===== src/rtl/hdmi_pkg.sv =====
// Shared types for the HDMI sync decoder: decoder FSM states and error codes.
// Latency: n/a (types and constants only).
// Backpressure: n/a.
package hdmi_pkg;

    // Decoder states: wait for a first vsync, vertical blank, horizontal blank, active pixels
    typedef enum logic [1:0] {
        ST_SEEK   = 2'd0,
        ST_VBLANK = 2'd1,
        ST_BLANK  = 2'd2,
        ST_ACTIVE = 2'd3
    } dec_state_t;

    // Error codes reported on err_code_o, listed from highest to lowest reporting priority
    localparam logic [1:0] ERR_VDE_SYNC = 2'd0;
    localparam logic [1:0] ERR_OVERFLOW = 2'd3;
    localparam logic [1:0] ERR_WIDTH    = 2'd1;
    localparam logic [1:0] ERR_HEIGHT   = 2'd2;

endpackage


===== src/rtl/hdmi_geom_checker.sv =====
// Frame geometry tracker: per-frame reference width, width/height mismatch detection, lock counter.
// Latency: mismatch flags are combinational from the strobes; meas_*/locked update on the strobe edge.
// Backpressure: none; strobes are consumed in the cycle they arrive.
module hdmi_geom_checker #(
    parameter int XWidth     = 12,
    parameter int YWidth     = 12,
    parameter int LockFrames = 2
) (
    input  logic              clk_i,
    input  logic              rst_i,
    input  logic              frame_begin,
    input  logic              line_end,
    input  logic [XWidth-1:0] width,
    input  logic              frame_end,
    input  logic [YWidth-1:0] height,
    input  logic              ext_err,
    output logic              width_mis,
    output logic              height_mis,
    output logic [XWidth-1:0] meas_width,
    output logic [YWidth-1:0] meas_height,
    output logic              locked
);

    // LockFrames is at most 15, so four bits always hold the saturated count
    localparam int CntW = 4;
    localparam logic [CntW-1:0] LockCnt = CntW'(LockFrames);

    logic [XWidth-1:0] ref_width;
    logic              first_line;
    logic              frame_bad;
    logic              has_ref;
    logic [CntW-1:0]   stable_cnt;
    logic [CntW-1:0]   stable_next;
    logic [XWidth-1:0] frame_width;
    logic              frame_ok;
    logic              frame_good;
    logic              same_geom;
    logic              err_any;

    // Mismatch detection and next value of the stable-frame counter
    always_comb begin
        width_mis   = line_end & ~first_line & (width != ref_width);
        // A frame closed by vsync during its first line has not latched a reference yet
        frame_width = (line_end & first_line) ? width : ref_width;
        // A frame with no lines at all carries no geometry and is ignored
        frame_ok    = frame_end & (height != '0);
        height_mis  = frame_ok & has_ref & (height != meas_height);
        err_any     = ext_err | width_mis | height_mis;
        frame_good  = frame_ok & ~frame_bad & ~ext_err & ~width_mis;
        same_geom   = (frame_width == meas_width) && (height == meas_height);
        stable_next = stable_cnt;
        if (err_any) begin
            stable_next = '0;
        end else if (frame_good) begin
            if (!has_ref || same_geom) begin
                if (stable_cnt != LockCnt) begin
                    stable_next = stable_cnt + 1'b1;
                end
            end else begin
                // New geometry without an error: this frame becomes the first stable one
                stable_next = CntW'(1);
            end
        end
    end

    // Reference, frame quality, published geometry and lock state
    always_ff @(posedge clk_i or posedge rst_i) begin
        if (rst_i) begin
            ref_width   <= '0;
            first_line  <= 1'b0;
            frame_bad   <= 1'b0;
            has_ref     <= 1'b0;
            stable_cnt  <= '0;
            meas_width  <= '0;
            meas_height <= '0;
            locked      <= 1'b0;
        end else begin
            stable_cnt <= stable_next;
            locked     <= (stable_next == LockCnt);
            if (frame_begin) begin
                first_line <= 1'b1;
                frame_bad  <= 1'b0;
            end else begin
                if (line_end) begin
                    first_line <= 1'b0;
                    if (first_line) begin
                        ref_width <= width;
                    end
                end
                if (ext_err | width_mis) begin
                    frame_bad <= 1'b1;
                end
            end
            if (frame_good) begin
                meas_width  <= frame_width;
                meas_height <= height;
                has_ref     <= 1'b1;
            end
        end
    end

endmodule


===== src/rtl/hdmi_sync_decoder.sv =====
// Recovers pixel coordinates from vsync/hsync/vde, measures geometry, reports lock and errors.
// Latency: 1 cycle from a sampled vde_i to pixel_valid_o; all outputs registered.
// Backpressure: none; every input sample is consumed, the stream cannot be stalled.
module hdmi_sync_decoder
    import hdmi_pkg::*;
#(
    parameter int XWidth     = 12,
    parameter int YWidth     = 12,
    parameter int LockFrames = 2
) (
    input  logic              clk_i,
    input  logic              rst_i,
    input  logic              vsync_i,
    input  logic              hsync_i,
    input  logic              vde_i,
    output logic              pixel_valid_o,
    output logic [XWidth-1:0] x_o,
    output logic [YWidth-1:0] y_o,
    output logic              frame_start_o,
    output logic              line_end_o,
    output logic [XWidth-1:0] meas_width_o,
    output logic [YWidth-1:0] meas_height_o,
    output logic              locked_o,
    output logic              error_o,
    output logic [1:0]        err_code_o
);

    localparam logic [XWidth-1:0] XMax = '1;
    localparam logic [YWidth-1:0] YMax = '1;

    dec_state_t        state;
    logic [XWidth-1:0] x_cnt;
    logic [YWidth-1:0] y_cnt;
    logic              synced;

    logic              pix_ok;
    logic              err_sync;
    logic              pixel;
    logic              line_end;
    logic              frame_end;
    logic              frame_begin;
    logic              x_ovf;
    logic              y_ovf;
    logic              ext_err;
    logic [XWidth-1:0] x_pix;
    logic [YWidth-1:0] y_next;
    logic              width_mis;
    logic              height_mis;

    // Classify the current input sample against the decoder state
    always_comb begin
        pix_ok      = vde_i & ~hsync_i & ~vsync_i;
        // Nothing is reported until the first vertical blank has completed
        err_sync    = vde_i & (hsync_i | vsync_i) & synced;
        pixel       = 1'b0;
        line_end    = 1'b0;
        frame_end   = 1'b0;
        frame_begin = 1'b0;
        x_ovf       = 1'b0;
        y_ovf       = 1'b0;
        x_pix       = x_cnt;
        case (state)
            ST_VBLANK: frame_begin = ~vsync_i;
            ST_BLANK: begin
                if (vsync_i) begin
                    frame_end = 1'b1;
                end else if (pix_ok) begin
                    pixel = 1'b1;
                    x_pix = '0;
                end
            end
            ST_ACTIVE: begin
                if (pix_ok) begin
                    pixel = 1'b1;
                    x_ovf = (x_cnt == XMax - 1'b1);
                end else begin
                    // vsync arriving mid-line closes both the line and the frame
                    line_end  = 1'b1;
                    frame_end = vsync_i;
                    y_ovf     = (y_cnt == YMax - 1'b1);
                end
            end
            default: ;
        endcase
        y_next = y_cnt;
        if (line_end && (y_cnt != YMax)) begin
            y_next = y_cnt + 1'b1;
        end
        ext_err = err_sync | x_ovf | y_ovf;
    end

    // Decoder FSM, coordinate counters and registered outputs
    always_ff @(posedge clk_i or posedge rst_i) begin
        if (rst_i) begin
            state         <= ST_SEEK;
            x_cnt         <= '0;
            y_cnt         <= '0;
            synced        <= 1'b0;
            pixel_valid_o <= 1'b0;
            x_o           <= '0;
            y_o           <= '0;
            frame_start_o <= 1'b0;
            line_end_o    <= 1'b0;
            error_o       <= 1'b0;
            err_code_o    <= '0;
        end else begin
            pixel_valid_o <= pixel;
            frame_start_o <= pixel && (state == ST_BLANK) && (y_cnt == '0);
            line_end_o    <= line_end;
            if (pixel) begin
                x_o <= x_pix;
                y_o <= y_cnt;
            end
            error_o <= ext_err | width_mis | height_mis;
            if (err_sync) begin
                err_code_o <= ERR_VDE_SYNC;
            end else if (x_ovf | y_ovf) begin
                err_code_o <= ERR_OVERFLOW;
            end else if (width_mis) begin
                err_code_o <= ERR_WIDTH;
            end else if (height_mis) begin
                err_code_o <= ERR_HEIGHT;
            end else begin
                err_code_o <= '0;
            end
            case (state)
                ST_SEEK: begin
                    if (vsync_i) begin
                        state <= ST_VBLANK;
                    end
                end
                ST_VBLANK: begin
                    if (!vsync_i) begin
                        state  <= ST_BLANK;
                        x_cnt  <= '0;
                        y_cnt  <= '0;
                        synced <= 1'b1;
                    end
                end
                ST_BLANK: begin
                    if (vsync_i) begin
                        state <= ST_VBLANK;
                    end else if (pix_ok) begin
                        state <= ST_ACTIVE;
                        x_cnt <= XWidth'(1);
                    end
                end
                ST_ACTIVE: begin
                    if (pix_ok) begin
                        if (x_cnt != XMax) begin
                            x_cnt <= x_cnt + 1'b1;
                        end
                    end else begin
                        y_cnt <= y_next;
                        state <= vsync_i ? ST_VBLANK : ST_BLANK;
                    end
                end
                default: state <= ST_SEEK;
            endcase
        end
    end

    hdmi_geom_checker #(
        .XWidth    (XWidth),
        .YWidth    (YWidth),
        .LockFrames(LockFrames)
    ) u_geom (
        .clk_i      (clk_i),
        .rst_i      (rst_i),
        .frame_begin(frame_begin),
        .line_end   (line_end),
        .width      (x_cnt),
        .frame_end  (frame_end),
        .height     (y_next),
        .ext_err    (ext_err),
        .width_mis  (width_mis),
        .height_mis (height_mis),
        .meas_width (meas_width_o),
        .meas_height(meas_height_o),
        .locked     (locked_o)
    );

endmodule

===== config.mk =====
export PLATFORM = sky130hd
export DESIGN_NAME = hdmi_sync_decoder
export DESIGN_NICKNAME = d
export VERILOG_FILES = /design/src/rtl/hdmi_pkg.sv /design/src/rtl/hdmi_geom_checker.sv /design/src/rtl/hdmi_sync_decoder.sv
export SDC_FILE = /design/constraint.sdc
export NUM_CORES = 1
export LEC_CHECK = 0
export CAP_MARGIN = 30
export CORE_UTILIZATION = 35
export CTS_BUF_LIST = sky130_fd_sc_hd__clkbuf_8
export CTS_CLUSTER_DIAMETER = 30
export DETAILED_ROUTE_END_ITERATION = 8
export PLACE_DENSITY = 0.62
export SYNTH_ARGS = -nofsm -noshare
export SYNTH_HDL_FRONTEND = slang
export SYNTH_SLANG_ARGS = --single-unit

===== constraint.sdc =====
create_clock -name clk_i -period 3.9 [get_ports clk_i]
set_input_delay 0.585 -clock clk_i [delete_from_list [all_inputs] [get_ports clk_i]]
set_output_delay 0.585 -clock clk_i [all_outputs]
set_load 0.1 [all_outputs]

==> run summary <==
The commonest register cell after synthesis is dfrtp_1. The data arrival time at the worst-slack endpoint is roughly 3700 ps. Of the cells placed in the final design, the portion with a size suffix greater than 1 is 10.3%. The number of global-route vias before repair came out at between 4000 and 5000. The area inside the core boundary is 15100 sq um.

TritonCTS created 9 clock buffers. The highest net fanout along the worst path is 13. The first global-routing pass estimated approximately 22 mm of wire. The fraction of registers with async set/reset is 100%. After synthesis, the netlist uses 70 different library cells. The share of total power dissipated in sequential elements is around 38%. The initialized floorplan defines 45 standard-cell rows.

The share of the Yosys chip area taken by registers is between 40% and 50%. The setup fix buffers added after clock tree synthesis came out at 0. Combinational logic is responsible for between 40% and 50% of the overall power. The total internal power is between 1.5 and 2 mW.

The routability-driven placement congestion ratio is around 0.9. The startpoint identified for the worst register-to-register timing path is y_cnt[0]$_DFFE_PP0P_. The run finished with clean final reports. The worst setup path is of the primary input to flip-flop kind. The effective utilization at floorplan came out at ~36%.

The detailed-route wire length came out at approximately 13 mm. In this run the horizontal extent of the chip is around 130 um. Headroom to the max-slew limit came out at about a third. The total power divided by cell area is 552 nW/um^2. The final critical-path setup slack is 459 ps. The share of the cycle needed by the critical path after routing is 88.2%. In this run the worst hold path is classified as flip-flop to flip-flop.

The reported leakage power came out at around 2.8 nW. With fillers left out, the area of the finished cells amounts to about 6400 sq um. The clock group share of total power is 21.7%. Leaving out fill and tap cells, the most frequent cell in the layout is dfrtp_1. At the pin with the least slew margin, the transition time is between 900 and 1000 ps. The type of destination of the critical path is a flip-flop. The placed instances occupy a cell area of just over 6000 sq um.

The tool flagged a number of max-cap violations equal to 0. The fmax came out at 0.291 GHz. Clock tree synthesis found a total of ~100 sinks.

The category of the worst setup path launch point is a primary input. The setup violation total in the final timing report came out at 0. The post-layout minimum cycle time came out at between 3000 and 4000 ps. In the global route stage, met1 resource usage came out at between 20% and 30%. The number of non-filler instances in the completed layout is just over 800. The netlist area before placement came out at between 5000 and 6000 sq um. The routed length per instance came out at approximately 16 um. The deepest clock path buffer count is 2. The synthesized net count came out at 584. TritonCTS built the clock tree.

The vertical extent of the die came out at roughly 130 um. The post-cts sizing count came out at 0. The all-layer global routing usage is ~18%.

The switching fraction of total power came out at 45.0%. The number of fillers in the final layout is between 1000 and 1500. The tree is rooted in a clkbuf_8.

The number of antenna violations at the first check in global routing is 0. The largest clock skew in the final design came out at 8.17 ps. The area enclosed by the die boundary is about 16000 sq um. The cell count after synthesis is about 570.

The H-tree depth came out at 3. The worst hold margin came out at approximately 470 ps. The count of pins over their slew limit is 0. For the worst setup path, the data required time is 4200 ps. The count of nets after finishing came out at roughly 640. The synthesis-stage register bit count came out at 101. The I/O pin total came out at 60. The total DRC errors in the routed layout came out at 0.

The antenna cell count came out at 0. The worst-skew pair later-pin latency came out at between 300 and 400 ps. The total power after layout came out at 3.56 mW. The layout overhead on the synthesized area came out at 18.9%. The largest net degree at the start of global routing came out at 60. In this run the remaining antenna-violating nets after routing total 0. Setup repair after global routing left no endpoint under its margin.

The number of input and output port buffers inserted came out at between 50 and 60. The peak supply drop is 520 uV. The synthesized design contains 0 enable-type register cells. The number of iterations in the first detailed-routing pass came out at 4. The overall via count from detail_route came out at between 4000 and 5000. The launch point of the worst path is vde_i. In this run the most critical hold path is launched from x_o[7]$_DFFE_PP0P_.

The net switching power of the design came out at about 1.6 mW. Each instance of the synthesized netlist takes up on average 9.46 sq um. The HPWL after detailed placement is just under 10 mm.

The clock-pin slew reported for the worst setup and hold paths after clock tree synthesis came out at ~100 ps. The utilization after layout is a little over two fifths. Yosys printed 0 warnings. The met2 routing resource usage after global routing came out at ~30%.

The placed cell count came out at around 800. Using the TritonRoute via totals, the vias-per-cell ratio works out to about 5.4. For this run the aggregate overflow at the end of global routing stands at 0. The detailed router finished its first iteration with between 200 and 300 violations. The global routing stage identified its most utilized layer as met2. The worst setup slack before clock tree synthesis is 70.7 ps. The setup TNS came out at 0 ps. The met3 track demand over resource came out at 4.39%. The number of hold buffers added after CTS was 0.

Leaving out fill and tap cells, the most frequent cells in the layout are 101 x dfrtp_1, 91 x nand2_1, 59 x clkdlybuf4s50_1. The final hold violation count is 0.
==> area by class of cell <==
| cell class | instances | area, sq um | share of cell area, % |
|---|---|---|---|
| multi-input combinational | 405 | 2610 | 40.5 |
| sequential | 101 | 2530 | 39.3 |
| timing repair buffer | 75 | 711 | 11.0 |
| tap | 188 | 235 | 3.65 |
| clock buffer | 11 | 151 | 2.35 |
| inverter | 32 | 125 | 1.94 |
| clock inverter | 5 | 81.3 | 1.26 |
==> state kept, by name (all words and copies together) (netlist names), 2 cells and up <==
| name | cells |
|---|---|
| y_o | 12 |
| y_cnt | 12 |
| x_o | 12 |
| u_geom.stable_cnt | 4 |
| u_geom.meas_height | 12 |
| u_geom.meas_width | 12 |
| state | 2 |
| err_code_o | 2 |
| x_cnt | 12 |
| u_geom.ref_width | 12 |
==> logic make-up (layout without fill, tap and decap cells) <==
group,count (synthesis),in the layout,share of synthesized area (%)
buf+inv,66,123,5.15
mux,26,26,5.18
xor+xnor,40,40,7.00
simple gates,231,231,22.0
flops,101,101,46.7
fa+ha+maj,7,7,1.62
compound gates,101,101,12.3
==> power groups by stage <==
stage / combinational (mW) / clock [mW] / sequential [mW]
finish: 1.43 / 0.773 / 1.35
global route: 1.52 / 0.843 / 1.37
CTS: 1.44 / 0.799 / 1.35
detailed placement: 1.44 / 0 / 1.37
global placement: 1.43 / 0 / 1.36
floorplan: 0.383 / 0 / 2.05
==> worst max-delay path: stages <==
cell	delay, ps
clkdlybuf4s50_1	520
nor3b_4	430
nor2_2	260
buf_4	220
o211ai_1	170
o2111ai_1	140
or4_1	570
nor2b_1	160
o311ai_1	220
nand2_1	170
nor4_2	280
==> per-layer routing <==
metal / vias up / share of wire (%)
li1: 2080 / -
met1: 2158 / 44
met2: 118 / 49
met3: 27 / 4.2
met4: 0 / 2.4
met5: - / 0
==> Yosys cell counts (2+ instances only) <==
library cell  instances  area share [%]
a2111oi_0             4            0.65
a211o_1               2            0.32
a21oi_1              22             2.0
a21oi_2               2            0.32
a31oi_1               3            0.35
and2_1                7            0.81
and3_1                8            0.92
and4_1                4            0.65
buf_2                11             1.0
buf_6                 2            0.42
clkbuf_1             21             1.5
dfrtp_1             101              47
ha_1                  7             1.6
inv_1                30             2.1
mux2_2               13             2.7
mux2i_1              12             2.2
nand2_1              91             6.3
nand2b_1              6            0.69
nand3_1              31             2.9
nand3b_1              2            0.28
nand4_1              14             1.6
nor2_1               27             1.9
nor2b_1               8            0.92
nor3_1                2            0.18
nor4_1                6            0.69
nor4_2                2            0.46
o2111ai_1             2            0.32
o211a_1               4            0.74
o211ai_1              4            0.55
o21ai_0              34             3.1
o22ai_1               4            0.46
o31ai_1               2            0.28
or2_2                 2            0.23
or3_1                10             1.2
xnor2_1              28             4.5
xor2_1               10             1.6
==> final timing paths <==
path | endpoint | slack, ps | depth (start not counted)
min reg2reg | x_o[7]$_DFFE_PP0P_ | 470 | 2
min | x_o[7]$_DFFE_PP0P_ | 470 | 2
min in group asynchronous | x_o[8]$_DFFE_PP0P_ | 670 | 2
max reg2reg | u_geom.stable_cnt[0]$_DFF_PP0_ | 510 | 10
max in group asynchronous | y_cnt[7]$_DFFE_PP0P_ | 2420 | 3
max | u_geom.locked$_DFF_PP0_ | 460 | 11
No activity file was read; power rests on OpenSTA's default activity.
